File: src/rtl/fas_pkg.sv
// Shared types for the FAS frame sequencer: processing FSM states, default
// frame length and the ping-pong bank index type.
package fas_pkg;

  localparam int FAS_FRAME_LEN = 16;

  typedef logic bank_t;

  typedef enum logic [2:0] {
    IDLE,
    FFT_START,
    FFT_WAIT,
    ANA_START,
    ANA_WAIT,
    DONE
  } fas_state_t;

endpackage

File: src/rtl/fas_bank_tracker.sv
// Ping-pong bank bookkeeping: full flags, fill/read bank pointers and the
// keep-or-discard decision taken when a frame finishes filling.
module fas_bank_tracker
  import fas_pkg::*;
(
  input  logic       clk,
  input  logic       rst,
  input  logic       wrap,
  input  logic       rel,
  output bank_t      wr_bank,
  output bank_t      rd_bank,
  output logic [1:0] full,
  output logic       overrun
);

  logic       keep;
  logic [1:0] full_d;

  // A bank released on this edge already counts as free for the wrap check,
  // so a frame finishing together with the analyst is never lost.
  always_comb begin
    keep   = ~full[wr_bank] | (rel & (rd_bank == wr_bank));
    full_d = full;
    if (rel)
      full_d[rd_bank] = 1'b0;
    if (wrap && keep)
      full_d[wr_bank] = 1'b1;
  end

  always_ff @(posedge clk or posedge rst) begin
    if (rst) begin
      full    <= 2'b00;
      wr_bank <= 1'b0;
      rd_bank <= 1'b0;
      overrun <= 1'b0;
    end else begin
      full <= full_d;
      if (rel)
        rd_bank <= ~rd_bank;
      if (wrap) begin
        if (keep)
          wr_bank <= ~wr_bank;
        else
          overrun <= 1'b1;
      end
    end
  end

endmodule

File: src/rtl/fas_frame_ctrl.sv
// FAS frame sequencer: counts FIR samples into frames, steers them into the
// ping-pong buffer and runs FFT then analyst per frame. Optional watchdog
// is built when FAS_CTRL_TIMEOUT_EN is defined.
module fas_frame_ctrl
  import fas_pkg::*;
#(
  parameter  int FRAME_LEN   = FAS_FRAME_LEN,
  parameter  int NUM_FRAMES  = 8,
  parameter  int TIMEOUT_CYC = 255,
  localparam int AW          = $clog2(FRAME_LEN),
  localparam int CW          = $clog2(NUM_FRAMES + 1)
) (
  input  logic          clk,
  input  logic          rst,
  input  logic          fir_valid,
  output logic          stp_wr_en,
  output logic [AW-1:0] stp_wr_addr,
  output logic          stp_wr_bank,
  output logic          fft_start,
  output logic          fft_bank,
  input  logic          fft_done,
  output logic          ana_start,
  input  logic          ana_done,
  output logic          done,
  output logic [CW-1:0] frame_cnt,
  output logic          all_done,
  output logic          overrun,
  output logic          timeout
);

  fas_state_t    state_q, state_d;
  logic [AW-1:0] sample_cnt;
  logic [1:0]    full;
  bank_t         wr_bank, rd_bank;
  logic          accept, wrap, finish, rel, abort;

  function automatic logic [CW-1:0] sat_inc(input logic [CW-1:0] v);
    return (v == CW'(NUM_FRAMES)) ? v : v + CW'(1);
  endfunction

  assign all_done    = (frame_cnt == CW'(NUM_FRAMES));
  assign accept      = fir_valid & ~all_done;
  assign wrap        = accept & (sample_cnt == AW'(FRAME_LEN - 1));
  assign finish      = (state_q == ANA_WAIT) & ana_done;
  assign rel         = finish | abort;
  assign stp_wr_en   = accept;
  assign stp_wr_addr = sample_cnt;
  assign stp_wr_bank = wr_bank;
  assign fft_bank    = rd_bank;

  fas_bank_tracker u_bank_tracker (
    .clk     (clk),
    .rst     (rst),
    .wrap    (wrap),
    .rel     (rel),
    .wr_bank (wr_bank),
    .rd_bank (rd_bank),
    .full    (full),
    .overrun (overrun)
  );

  // Any gap in fir_valid abandons the partial frame.
  always_ff @(posedge clk or posedge rst) begin
    if (rst)
      sample_cnt <= '0;
    else if (!fir_valid)
      sample_cnt <= '0;
    else if (accept)
      sample_cnt <= sample_cnt + AW'(1);
  end

  always_ff @(posedge clk or posedge rst) begin
    if (rst) begin
      state_q   <= IDLE;
      frame_cnt <= '0;
    end else begin
      state_q <= state_d;
      if (finish)
        frame_cnt <= sat_inc(frame_cnt);
    end
  end

  always_comb begin
    state_d   = state_q;
    fft_start = 1'b0;
    ana_start = 1'b0;
    done      = 1'b0;
    case (state_q)
      IDLE:      if (full[rd_bank] && !all_done) state_d = FFT_START;
      FFT_START: begin
        fft_start = 1'b1;
        state_d   = FFT_WAIT;
      end
      FFT_WAIT: begin
        if (fft_done)   state_d = ANA_START;
        else if (abort) state_d = IDLE;
      end
      ANA_START: begin
        ana_start = 1'b1;
        state_d   = ANA_WAIT;
      end
      ANA_WAIT: begin
        if (ana_done)   state_d = DONE;
        else if (abort) state_d = IDLE;
      end
      DONE: begin
        done    = 1'b1;
        state_d = IDLE;
      end
      default:   state_d = IDLE;
    endcase
  end

`ifdef FAS_CTRL_TIMEOUT_EN
  localparam int WDW = $clog2(TIMEOUT_CYC + 1);

  logic [WDW-1:0] wd_cnt;
  logic           waiting;
  logic           timeout_q;

  // Fires on the TIMEOUT_CYC-th cycle spent in a wait state unless the
  // awaited completion arrives on that same cycle.
  assign waiting = (state_q == FFT_WAIT) | (state_q == ANA_WAIT);
  assign abort   = waiting & (wd_cnt == WDW'(TIMEOUT_CYC - 1)) &
                   ~((state_q == FFT_WAIT) ? fft_done : ana_done);
  assign timeout = timeout_q;

  always_ff @(posedge clk or posedge rst) begin
    if (rst) begin
      wd_cnt    <= '0;
      timeout_q <= 1'b0;
    end else begin
      if (waiting && (state_d == state_q))
        wd_cnt <= wd_cnt + WDW'(1);
      else
        wd_cnt <= '0;
      if (abort)
        timeout_q <= 1'b1;
    end
  end
`else
  // Keeps the watchdog limit referenced when no watchdog is built.
  logic [31:0] unused_timeout_cyc;
  assign unused_timeout_cyc = 32'(TIMEOUT_CYC);
  assign abort   = 1'b0;
  assign timeout = 1'b0;
`endif

endmodule

File: config.mk
export PLATFORM = sky130hd
export DESIGN_NAME = fas_frame_ctrl
export DESIGN_NICKNAME = d
export VERILOG_FILES = /design/src/rtl/fas_pkg.sv /design/src/rtl/fas_bank_tracker.sv /design/src/rtl/fas_frame_ctrl.sv
export SDC_FILE = /design/constraint.sdc
export NUM_CORES = 1
export LEC_CHECK = 0
export BUFFER_PORTS_ARGS = -buffer_cell sky130_fd_sc_hd__buf_4
export CAP_MARGIN = 20
export CORE_ASPECT_RATIO = 1.25
export CORE_MARGIN = 2
export CORE_UTILIZATION = 50
export DETAILED_ROUTE_END_ITERATION = 8
export HOLD_SLACK_MARGIN = 0.08
export PLACE_DENSITY = 0.76
export SYNTH_ARGS = -nofsm -noshare
export SYNTH_HDL_FRONTEND = slang
export SYNTH_HIERARCHICAL = 1
export SYNTH_SLANG_ARGS = --single-unit
File: constraint.sdc
create_clock -name clk -period 3.4 [get_ports clk]
set_input_delay 0.68 -clock clk [delete_from_list [all_inputs] [get_ports clk]]
set_output_delay 0.68 -clock clk [all_outputs]
set_load 0.05 [all_outputs]
# == Yosys cells after proc, flatten, opt, wreduce, memory -nomap -nowiden ==
# Index checks and enable logic that the tools add are counted.
# totals
ff_bits,16
input_bits,5
out_inout_bits,17
word_cells,67
# op_classes
add_sub_neg,2
magnitude_cmp,4
n_eq_ne,12
muxes,19
n_bitwise,13
n_reduce_logical,10
# op_table
operator,count
$pmux W3 S5,1
$mux W1,9
$mux W3,3
$add A4 B1 Y4 const B,2
$eq A4 B4 Y1 const B,2
$mux W4,2
$eq A3 B2 Y1 const B,2
$eq A3 B3 Y1 const B,2
$ne A2 B2 Y1 const B,3
$reduce_and A2 Y1,3
$not A1 Y1,5
$and A1 B1 Y1,4
$logic_and A1 B1 Y1,4
$lt A1 B2 Y1 const B,2
$mux W2,2
$eq A3 B1 Y1 const B,1
$logic_not A3 Y1,1
$reduce_and A3 Y1,1
$and A2 B2 Y2,1
$demux W1 S1,2
$ge A1 B1 Y1 const B,2
$ne A2 B1 Y1 const B,1
$not A2 Y2,1
$or A2 B2 Y2,1
3 further kinds,3

# == Depth between registers and ports, before layout ==
# Gate-level depths: netlist of the first run.
# logic_depth
ltp_word,9
depth_mapped,8
ltp_nobuf,8

# == Modules after synthesis ==
# The synthesis of the first run kept the hierarchy.
# modules_own_cells
module,n_inst,cells_each,area_each_um2,seq_area_each_um2
fas_frame_ctrl,1,61,631.9,275.3
fas_bank_tracker,1,19,212.7,125.1

# == Worst setup path after synthesis of the first run ==
# OpenSTA, ideal clock, no wires.
# synth_path
path_type,flip-flop to output port
start,reg state_q[1]
end,out fft_start
arrival_time_ps,1648
t_required_ps,2720
setup_slack_ps,1072
stages_incl_launch_ff,3
path_buffers,1
cell_sequence,dfrtp_1 -> buf_6 -> nor3b_1
# synth_between
elab_chain_cells,2
# synth_rtl
element,line_no,rtl
from (decl),fas_frame_ctrl.sv:31,"fas_state_t state_q, state_d;"
from (signal assigned),fas_frame_ctrl.sv:77,state_q <= state_d;
$eq A3 B1 Y1,fas_frame_ctrl.sv:88,case (state_q)
$mux W1,fas_frame_ctrl.sv:88,
to (decl),fas_frame_ctrl.sv:19,"output logic fft_start,"
# No other way between the ends.

# == Worst setup path after layout of the first run ==
# layout_path
start,reg frame_cnt[0]
end,out stp_wr_en
# layout_between
elab_chain_cells,3
# layout_rtl
element,line_no,rtl
from (decl),fas_frame_ctrl.sv:25,"output logic [CW-1:0] frame_cnt,"
from (signal assigned),fas_frame_ctrl.sv:79,frame_cnt <= sat_inc(frame_cnt);
$eq A4 B4 Y1,fas_frame_ctrl.sv:41,assign all_done = (frame_cnt == CW'(NUM_FRAMES));
$not A1 Y1 (no source line),-,
$and A1 B1 Y1,fas_frame_ctrl.sv:42,assign accept = fir_valid & ~all_done;
to (decl),fas_frame_ctrl.sv:16,"output logic stp_wr_en,"
# No other way between the ends.

==> run metrics, run 1 <==
area grow syn2layout 21.9%; Compound-Gate Fraction of Synth Area 0.0963; Setup crit start kind flop; Yosys Warn Count 6; initial DRC count 12; Port Buf Inserts 20; post-cts repair resize count 0; ratio of cells with drive above 1 in the final layout 0.307; TritonCTS Buffers 3; final hold violation count 0; main combinational cell family by area after synthesis simple AND/OR/NAND/NOR gates; R2R cell count 8; global-route wire length before repair 2420 um; origin of the worst setup path frame_cnt[0]; largest net degree at the start of global routing 12; Cell Int Power 0.409 mW; Ports 22; r2r startpoint frame_cnt[0]; sequential cell area fraction in the yosys report 0.474; Worst Setup EP stp_wr_en; CP arrival 1.58 ns; Routed Antenna Nets 0; Final setup violation count 0; root buffer cell clkbuf_4; Via density 5.20; P_leak 0.549 nW; fmax 0.442 GHz; number of fill cells 128; WL/cell 11.9 um; setup tns final 0 ns; Max H-tree Level 1; antenna diode count 0; syn_area_per_cell 10.6 um2; DR vias 619; Final Critical Period 2.26 ns; Starting Density 0.534; Finished Layout Cells 119; die height 50.0 um; Required @ worst endpoint 2.72 ns; Post-Synth XOR/XNOR Area 0.0519; clock slew at reported path FFs 0.09 ns; mapped cell area 845 um2; CTS tree done; HPWL Detailed 1120 um; RSZ-0062 raised after global routing no; count of max-cap constraint violations 0; Clock Power Share 0.170; status completed; GRT overflow 0; #FFs+latches synth 16; Net Sw Power 0.298 mW; routability cong. 0.754; Period Utilization, post-route 0.666; post-synthesis simple-gate area fraction 0.193; DRC Markers 0; Num Clock Sinks 16; Place WS 1.42 ns; type of the tightest min-delay check input pin to asynchronous set/reset pin; Switching Share 0.422; area of the multi-input gates 390 um2; Die ar. 2040 um2; crit path kind flop to primary output; # placed instances 115; Max Slew Vio Count 0; CTS max path bufs 2; core region area 1580 um2; initial antenna violation count 0; Die Width 40.8 um; Post-Synthesis Net Count 88; VDD IR-drop max 0.473 mV; adder-cell area share of the yosys netlist 0.0444; clock latency on the worst-skew pair 0.27 ns; Seq. cell area 400 um2; vias in the first global route 570; post-synth cell types 33; Flop pwr share 0.412; DR pass1 iterations 4; CP Max Fanout 9; mux cell area share after synthesis 0.0726; Post-Synthesis Cells 80; final worst slack 1.14 ns; crit end category primary output; Post CTS Setup Buffer Count 0; final WL 1410 um; worst reg2reg setup slack 1.60 ns; Final #Nets 110; total track usage 0.168; power consumption 0.707 mW; Clock Skews 0.00509 ns; Comb pwr share 0.418; # rows 16; Power Dens Cells 686 nW/um2; R2R Path End u_bank_tracker/wr_bank; hold_buf cts 0
[power groups by stage]
stage	registers (mW)	logic (mW)	clock network (mW)
after floorplan	0.355	0.170	0
after detailed placement	0.295	0.298	0
after CTS	0.292	0.299	0.124
final	0.291	0.296	0.120
after global placement	0.292	0.292	0
after global routing	0.300	0.319	0.133
[registers in the layout, summed over array words and instances (netlist names)]
register,cells
u_bank_tracker/rd_bank,1
stp_wr_addr,4
u_bank_tracker/wr_bank,1
state_q,3
u_bank_tracker/overrun,1
u_bank_tracker/full,2
frame_cnt,4
[synth_stat cells (all sizes together)]
| cell | instances | area share |
|---|---|---|
| o311ai | 1 | 0.019 |
| nor2 | 4 | 0.018 |
| mux2 | 3 | 0.049 |
| buf | 3 | 0.028 |
| o22a | 2 | 0.021 |
| and2 | 2 | 0.015 |
| inv | 8 | 0.036 |
| nor3b | 1 | 0.0089 |
| and4bb | 1 | 0.015 |
| a21oi | 4 | 0.024 |
| a21boi | 1 | 0.0089 |
| and4 | 1 | 0.010 |
| nor2b | 1 | 0.0074 |
| and3 | 1 | 0.0074 |
| xor2 | 2 | 0.021 |
| nand3 | 2 | 0.012 |
| conb | 1 | 0.0044 |
| o21ai | 1 | 0.0059 |
| nand2b | 3 | 0.022 |
| ha | 3 | 0.044 |
| mux2i | 2 | 0.024 |
| nand4 | 2 | 0.015 |
| nand2 | 8 | 0.039 |
| nand3b | 1 | 0.013 |
| o21a | 1 | 0.0089 |
| dfrtp | 16 | 0.47 |
| xnor2 | 3 | 0.031 |
| and3b | 1 | 0.010 |
| a21o | 1 | 0.0089 |
[metrics by stage]
| step | util | cell area, um2 | hold slack (ns) |
|---|---|---|---|
| after floorplan | - | 845 | 0.459 |
| after global placement | 0.628 | 993 | 0.463 |
| after detailed placement | 0.628 | 993 | 0.468 |
| after CTS | 0.651 | 1030 | 0.302 |
| after global routing | 0.651 | 1030 | 0.309 |
| final | 0.651 | 1030 | 0.301 |
[layout make-up]
cell class,count,area share
well taps,18,0.0219
repair buffers,20,0.146
flip-flops and latches,16,0.389
clock buffers,4,0.0352
multi-input cells,53,0.379
inverters,8,0.0292
[critical path, cell delays in order (launching register included)]
cell      delay (ns)
dfrtp_1         0.44
inv_1           0.08
ha_1            0.18
nand3b_2        0.19
and2_1          0.24
buf_4           0.19
[metal layers]
metal | GRT usage | vias up | wire length, um
met5 | 0 | - | 0
met4 | 0.0333 | 0 | 0
met3 | 0.0315 | 0 | 69
met2 | 0.286 | 16 | 726
met1 | 0.210 | 295 | 617
li1 | - | 308 | -
[cells by family (layout without fill, tap and decap cells)]
family | after synthesis | count (layout)
compound gates | 11 | 11
xor+xnor | 5 | 5
fa+ha+maj | 3 | 3
buf+inv | 11 | 32
flops | 16 | 16
mux | 5 | 5
other cells | 1 | 1
simple gates | 28 | 28
[how the worst min path moves through the flow]
stage / startpoint / endpoint / slack [ns]
floorplan: rst / u_bank_tracker/full[0] / 0.46
global placement: u_bank_tracker/overrun / u_bank_tracker/overrun / 0.46
detailed placement: u_bank_tracker/overrun / u_bank_tracker/overrun / 0.47
CTS: rst / u_bank_tracker/wr_bank / 0.30
global route: rst / u_bank_tracker/wr_bank / 0.31
finish: rst / u_bank_tracker/wr_bank / 0.30
[cells in the final DEF, fill, tap and decap left out, types with 2 or more instances in the layout]
| cell type | count |
|---|---|
| a21oi_1 | 4 |
| and2_1 | 2 |
| buf_4 | 20 |
| clkbuf_4 | 3 |
| dfrtp_1 | 16 |
| ha_1 | 3 |
| inv_1 | 8 |
| mux2_4 | 2 |
| mux2i_1 | 2 |
| nand2_1 | 7 |
| nand2b_1 | 3 |
| nand3_1 | 2 |
| nand4_1 | 2 |
| nor2_1 | 4 |
| o22a_1 | 2 |
| xnor2_1 | 3 |
| xor2_1 | 2 |
Note: power is estimated with default switching activity, not from simulation.
==> inputs of run 2 (changes only) <==
ABC_AREA = 1   (was unset)
CORE_UTILIZATION = 46   (was 50)
PLACE_DENSITY = 0.73   (was 0.76)
clock period = 2 ns   (was 3.4 ns; I/O delays follow)
==> run metrics, run 2 <==
status completed; die height 53.2 um; #FFs+latches synth 16; Starting Density 0.499; Power Dens Cells 1140 nW/um2; Synth top cells by count 32 x nand2_1, 17 x inv_1, 16 x dfrtp_1; initial antenna violation count 0; Post-Synthesis Cells 117; syn_area_per_cell 7.61 um2; type of the tightest min-delay check input pin to flop; Max Slew Vio Count 0; DR pass1 iterations 4; clock latency on the worst-skew pair 0.28 ns; most common cell in the netlist nand2_1; final WL 1690 um; Finished Layout Cells 160; origin of the worst setup path frame_cnt[1]; Final Critical Period 1.86 ns; met1 usage 0.172; total track usage 0.171; met3 Resource Use GR 0.0239; Final setup violation count 0; CTS tree done; post-synth cell types 23; Period Utilization, post-route 0.930; Via density 4.98; Setup crit start kind flop; Clock Skews 0.00104 ns; root buffer cell clkbuf_4; global-route wire length before repair 2900 um; final worst slack 0.140 ns; antenna diode count 0; mapped cell area 891 um2; # rows 17; CTS max path bufs 2; routability cong. 0.797; P_leak 0.589 nW; GRT overflow 0; Async SR Flop Fraction 1.00; critical hold path startpoint fir_valid; final hold violation count 0; Final #Nets 151; Required @ worst endpoint 1.60 ns; Max H-tree Level 1; Main synth FF type dfrtp_1; Synth area leader dfrtp_1; Num Clock Sinks 16; # placed instances 155; ratio of cells with drive above 1 in the final layout 0.248; most frequent cells in the layout 32 x nand2_1, 21 x buf_4, 17 x inv_1; TritonCTS Buffers 3; setup tns final 0 ns; area of the multi-input gates 408 um2; count of max-cap constraint violations 0; Seq. cell area 400 um2; main area contributors after synthesis dfrtp_1 45%, nand2_1 13%, inv_1 7.2%; number of fill cells 168; sequential cell area fraction in the yosys report 0.449; r2r startpoint frame_cnt[1]; DRC Markers 0; area grow syn2layout 23.2%; Port Buf Inserts 20; crit path kind flop to primary output; Die Width 43.4 um; HPWL Detailed 1410 um; WL/cell 10.5 um; GR Util met2 0.313; Post-synth EDFFs 0; core region area 1790 um2; DR vias 797; CP Max Fanout 6; initial DRC count 8; clock slew at reported path FFs 0.08 ns; vias in the first global route 760; Yosys Warn Count 6; Routed Antenna Nets 0; largest net degree at the start of global routing 12; VDD IR-drop max 0.867 mV; GRT busiest layer met2; fmax 0.538 GHz; CP arrival 1.46 ns; Place WS 0.416 ns; post-synth top area share 0.449; crit end category primary output; RSZ-0062 raised after global routing no; Post-Synthesis Net Count 125; Ports 22; Die ar. 2310 um2; commonest non-fill, non-tap cell in the layout nand2_1
==> run 2: cell count changes in the layout (fill, tap and decap cells not counted), moves of 3 or more <==
| cell | before | now |
|---|---|---|
| inv_1 | 8 | 17 |
| inv_2 | 0 | 3 |
| nand2b_1 | 3 | 0 |
| nand2_1 | 7 | 32 |
| o21ai_0 | 1 | 6 |
| nor2_1 | 4 | 13 |
| nand3_1 | 2 | 6 |
==> run 2: timing repair <==
action	in CTS	in global routing
resized for setup	0	0
endpoints found under the setup margin	0	1
buffers inserted	0	1
endpoints found under the hold margin	5	0
hold buffers	1	0
==> run 2: worst max-delay path: stages, from the launching register on <==
cell and delay (ns):
dfrtp_1 0.41, inv_1 0.07, ha_1 0.20, nand3b_2 0.15, nand2_1 0.08, inv_1 0.07, buf_4 0.19
==> run 2: final cells by class <==
class,instances,area share
sequential,16,0.365
multi-input combinational,80,0.372
clock buffer,3,0.0205
inverter,20,0.0684
timing repair buffer,22,0.153
tap,19,0.0217
==> run 2: cells by family (layout without fill, tap and decap cells) <==
kind of cell / Yosys count / count (layout) / synth area share
fa+ha+maj: 3 / 3 / 0.0421
flops: 16 / 16 / 0.449
simple gates: 61 / 61 / 0.313
xor+xnor: 2 / 2 / 0.0197
compound gates: 13 / 13 / 0.0787
buf+inv: 21 / 45 / 0.0927
other cells: 1 / 1 / 0.00421
==> run 2: power by group <==
part           internal (mW)  switching (mW)
sequential             0.393          0.0824
combinational          0.201           0.415
clock                 0.0699          0.0918
==> run 2: worst paths after layout <==
path	end	slack (ns)	depth (start not counted)
worst max register to register	u_bank_tracker/wr_bank	0.41	8
worst max-delay path	stp_wr_en	0.14	6
worst min-delay path	stp_wr_addr[3]	0.37	3
max in group asynchronous	frame_cnt[3]	1.04	3
min in group asynchronous	u_bank_tracker/full[1]	0.57	3
worst min register to register	u_bank_tracker/overrun	0.47	2
==> run 2: metal layers <==
layer  vias to the layer above  share of wire
met1                       369           0.41
met4                         0          0.028
met3                         6          0.036
met2                        16           0.53
li1                        406              -
met5                         -              0
==> run 2: per-stage QoR <==
step,total power [mW],instance area [um2],util,hold slack (ns)
2_1_floorplan,0.925,891,-,0.179
3_3_place_gp,1.08,1060,0.592,0.322
3_5_place_dp,1.09,1060,0.592,0.325
4_1_cts,1.25,1090,0.610,0.360
5_1_grt,1.35,1100,0.614,0.360
6_report,1.25,1100,0.614,0.369
==> inputs of run 3 (changes only) <==
GPL_ROUTABILITY_DRIVEN = 0   (was unset)
PLACE_DENSITY = 0.82   (was 0.73)
==> run metrics, run 3 (same netlist as run 2, synthesis figures left out) <==
status completed; GRT busiest layer met2; power consumption 1.28 mW; Cell Int Power 0.674 mW; DR pass1 iterations 4; DRC Markers 0; count of max-cap constraint violations 0; RSZ-0062 raised after global routing no; Starting Density 0.499; Finished Cell Area 1100 um2; Num Clock Sinks 16; CP Max Fanout 6; core region area 1790 um2; number of fill cells 166; TritonCTS Buffers 3; met1 usage 0.185; Switching Share 0.472; Die ar. 2310 um2; Flop pwr share 0.375; Net Sw Power 0.603 mW; initial DRC count 16; Die Width 43.4 um; largest net degree at the start of global routing 12; CP max-delay cell dfrtp_1; CP cell instances inv_1, ha_1, nand3b_2, nand2_1, inv_1, buf_4; Final setup violation count 0; Ports 22; area grow syn2layout 24.0%; Finished Layout Cells 161; Via density 5.09; Clock Power Share 0.128; fmax 0.532 GHz; clock latency on the worst-skew pair 0.28 ns; HPWL Detailed 1470 um; Clock Skews 0.000501 ns; # rows 17; initial antenna violation count 0; Required @ worst endpoint 1.60 ns; VDD IR-drop max 0.772 mV; type of the tightest min-delay check input pin to flop; final hold violation count 0; post-cts repair resize count 0; Setup crit start kind flop; Port Buf Inserts 20; DR vias 819; area of the multi-input gates 408 um2; max incr delay on CP 0.39 ns; total track usage 0.181; most frequent cells in the layout 32 x nand2_1, 22 x buf_4, 17 x inv_1; # placed instances 155; GRT overflow 0; Routed Antenna Nets 0; CTS max path bufs 2; CP dominant cell by count inv_1; P_leak 0.594 nW; WL/cell 11.3 um; met3 Resource Use GR 0.0239; crit path kind flop to primary output; fin util 0.618; CTS tree done; global-route wire length before repair 3110 um; root buffer cell clkbuf_4; Seq. cell area 400 um2; Final #Nets 152; final WL 1830 um; Post-DP Area 1060 um2; GR Util met2 0.333; setup tns final 0 ns; clock slew at reported path FFs 0.08 ns; Power Dens Cells 1160 nW/um2; Comb pwr share 0.497; Final Critical Period 1.88 ns; Max H-tree Level 1; commonest non-fill, non-tap cell in the layout nand2_1; crit end category primary output; Max Slew Vio Count 0; ratio of cells with drive above 1 in the final layout 0.254; die height 53.2 um; vias in the first global route 769; CP arrival 1.48 ns; antenna diode count 0; Period Utilization, post-route 0.941
-- run 3: path summary, 6_finish.rpt --
check	cells past startpoint	start	slack (ns)	end
hold / removal	3	fir_valid	0.37	stp_wr_addr[3]
setup reg to reg	8	frame_cnt[0]	0.37	u_bank_tracker/wr_bank
hold reg to reg	2	u_bank_tracker/overrun	0.48	u_bank_tracker/overrun
min in group asynchronous	3	rst	0.58	u_bank_tracker/full[0]
setup / recovery	6	frame_cnt[0]	0.12	stp_wr_en
max in group asynchronous	3	rst	1.03	frame_cnt[3]
-- run 3: area by class of cell --
cell class	instances	share of cell area
sequential	16	0.362
inverter	20	0.0680
multi-input combinational	80	0.369
clock buffer	3	0.0204
timing repair buffer	23	0.159
tap	19	0.0215
-- run 3: stage by stage --
step,worst slack [ns],hold WS [ns]
2_1_floorplan,0.0379,0.179
3_5_place_dp,0.355,0.329
5_1_grt,0.0276,0.375
3_3_place_gp,0.452,0.318
6_report,0.119,0.370
4_1_cts,0.0719,0.364
-- run 3: worst max-delay path: cells and delay by family (launching register included) --
family        cells  cell delay, ns
flops             1            0.39
buf+inv           3            0.35
simple gates      2            0.23
fa+ha+maj         1            0.22
-- run 3: per-layer routing --
layer	vias to the layer above	routed length (um)
li1	411	-
met1	385	700
met2	17	1020
met3	6	52
met4	0	55
met5	-	0
-- run 3: repair_timing --
| item | in CTS | in global routing |
|---|---|---|
| hold buffers | 1 | 0 |
| hold endpoints to repair | 5 | 0 |
| buffers inserted | 0 | 2 |
| setup endpoints to repair | 0 | 1 |
-- run 3: power groups by stage --
stage	logic, mW	registers [mW]	clock network [mW]
after global placement	0.591	0.484	0
after floorplan	0.338	0.587	0
final	0.634	0.479	0.164
after global routing	0.696	0.489	0.183
after detailed placement	0.604	0.489	0
after CTS	0.610	0.483	0.168
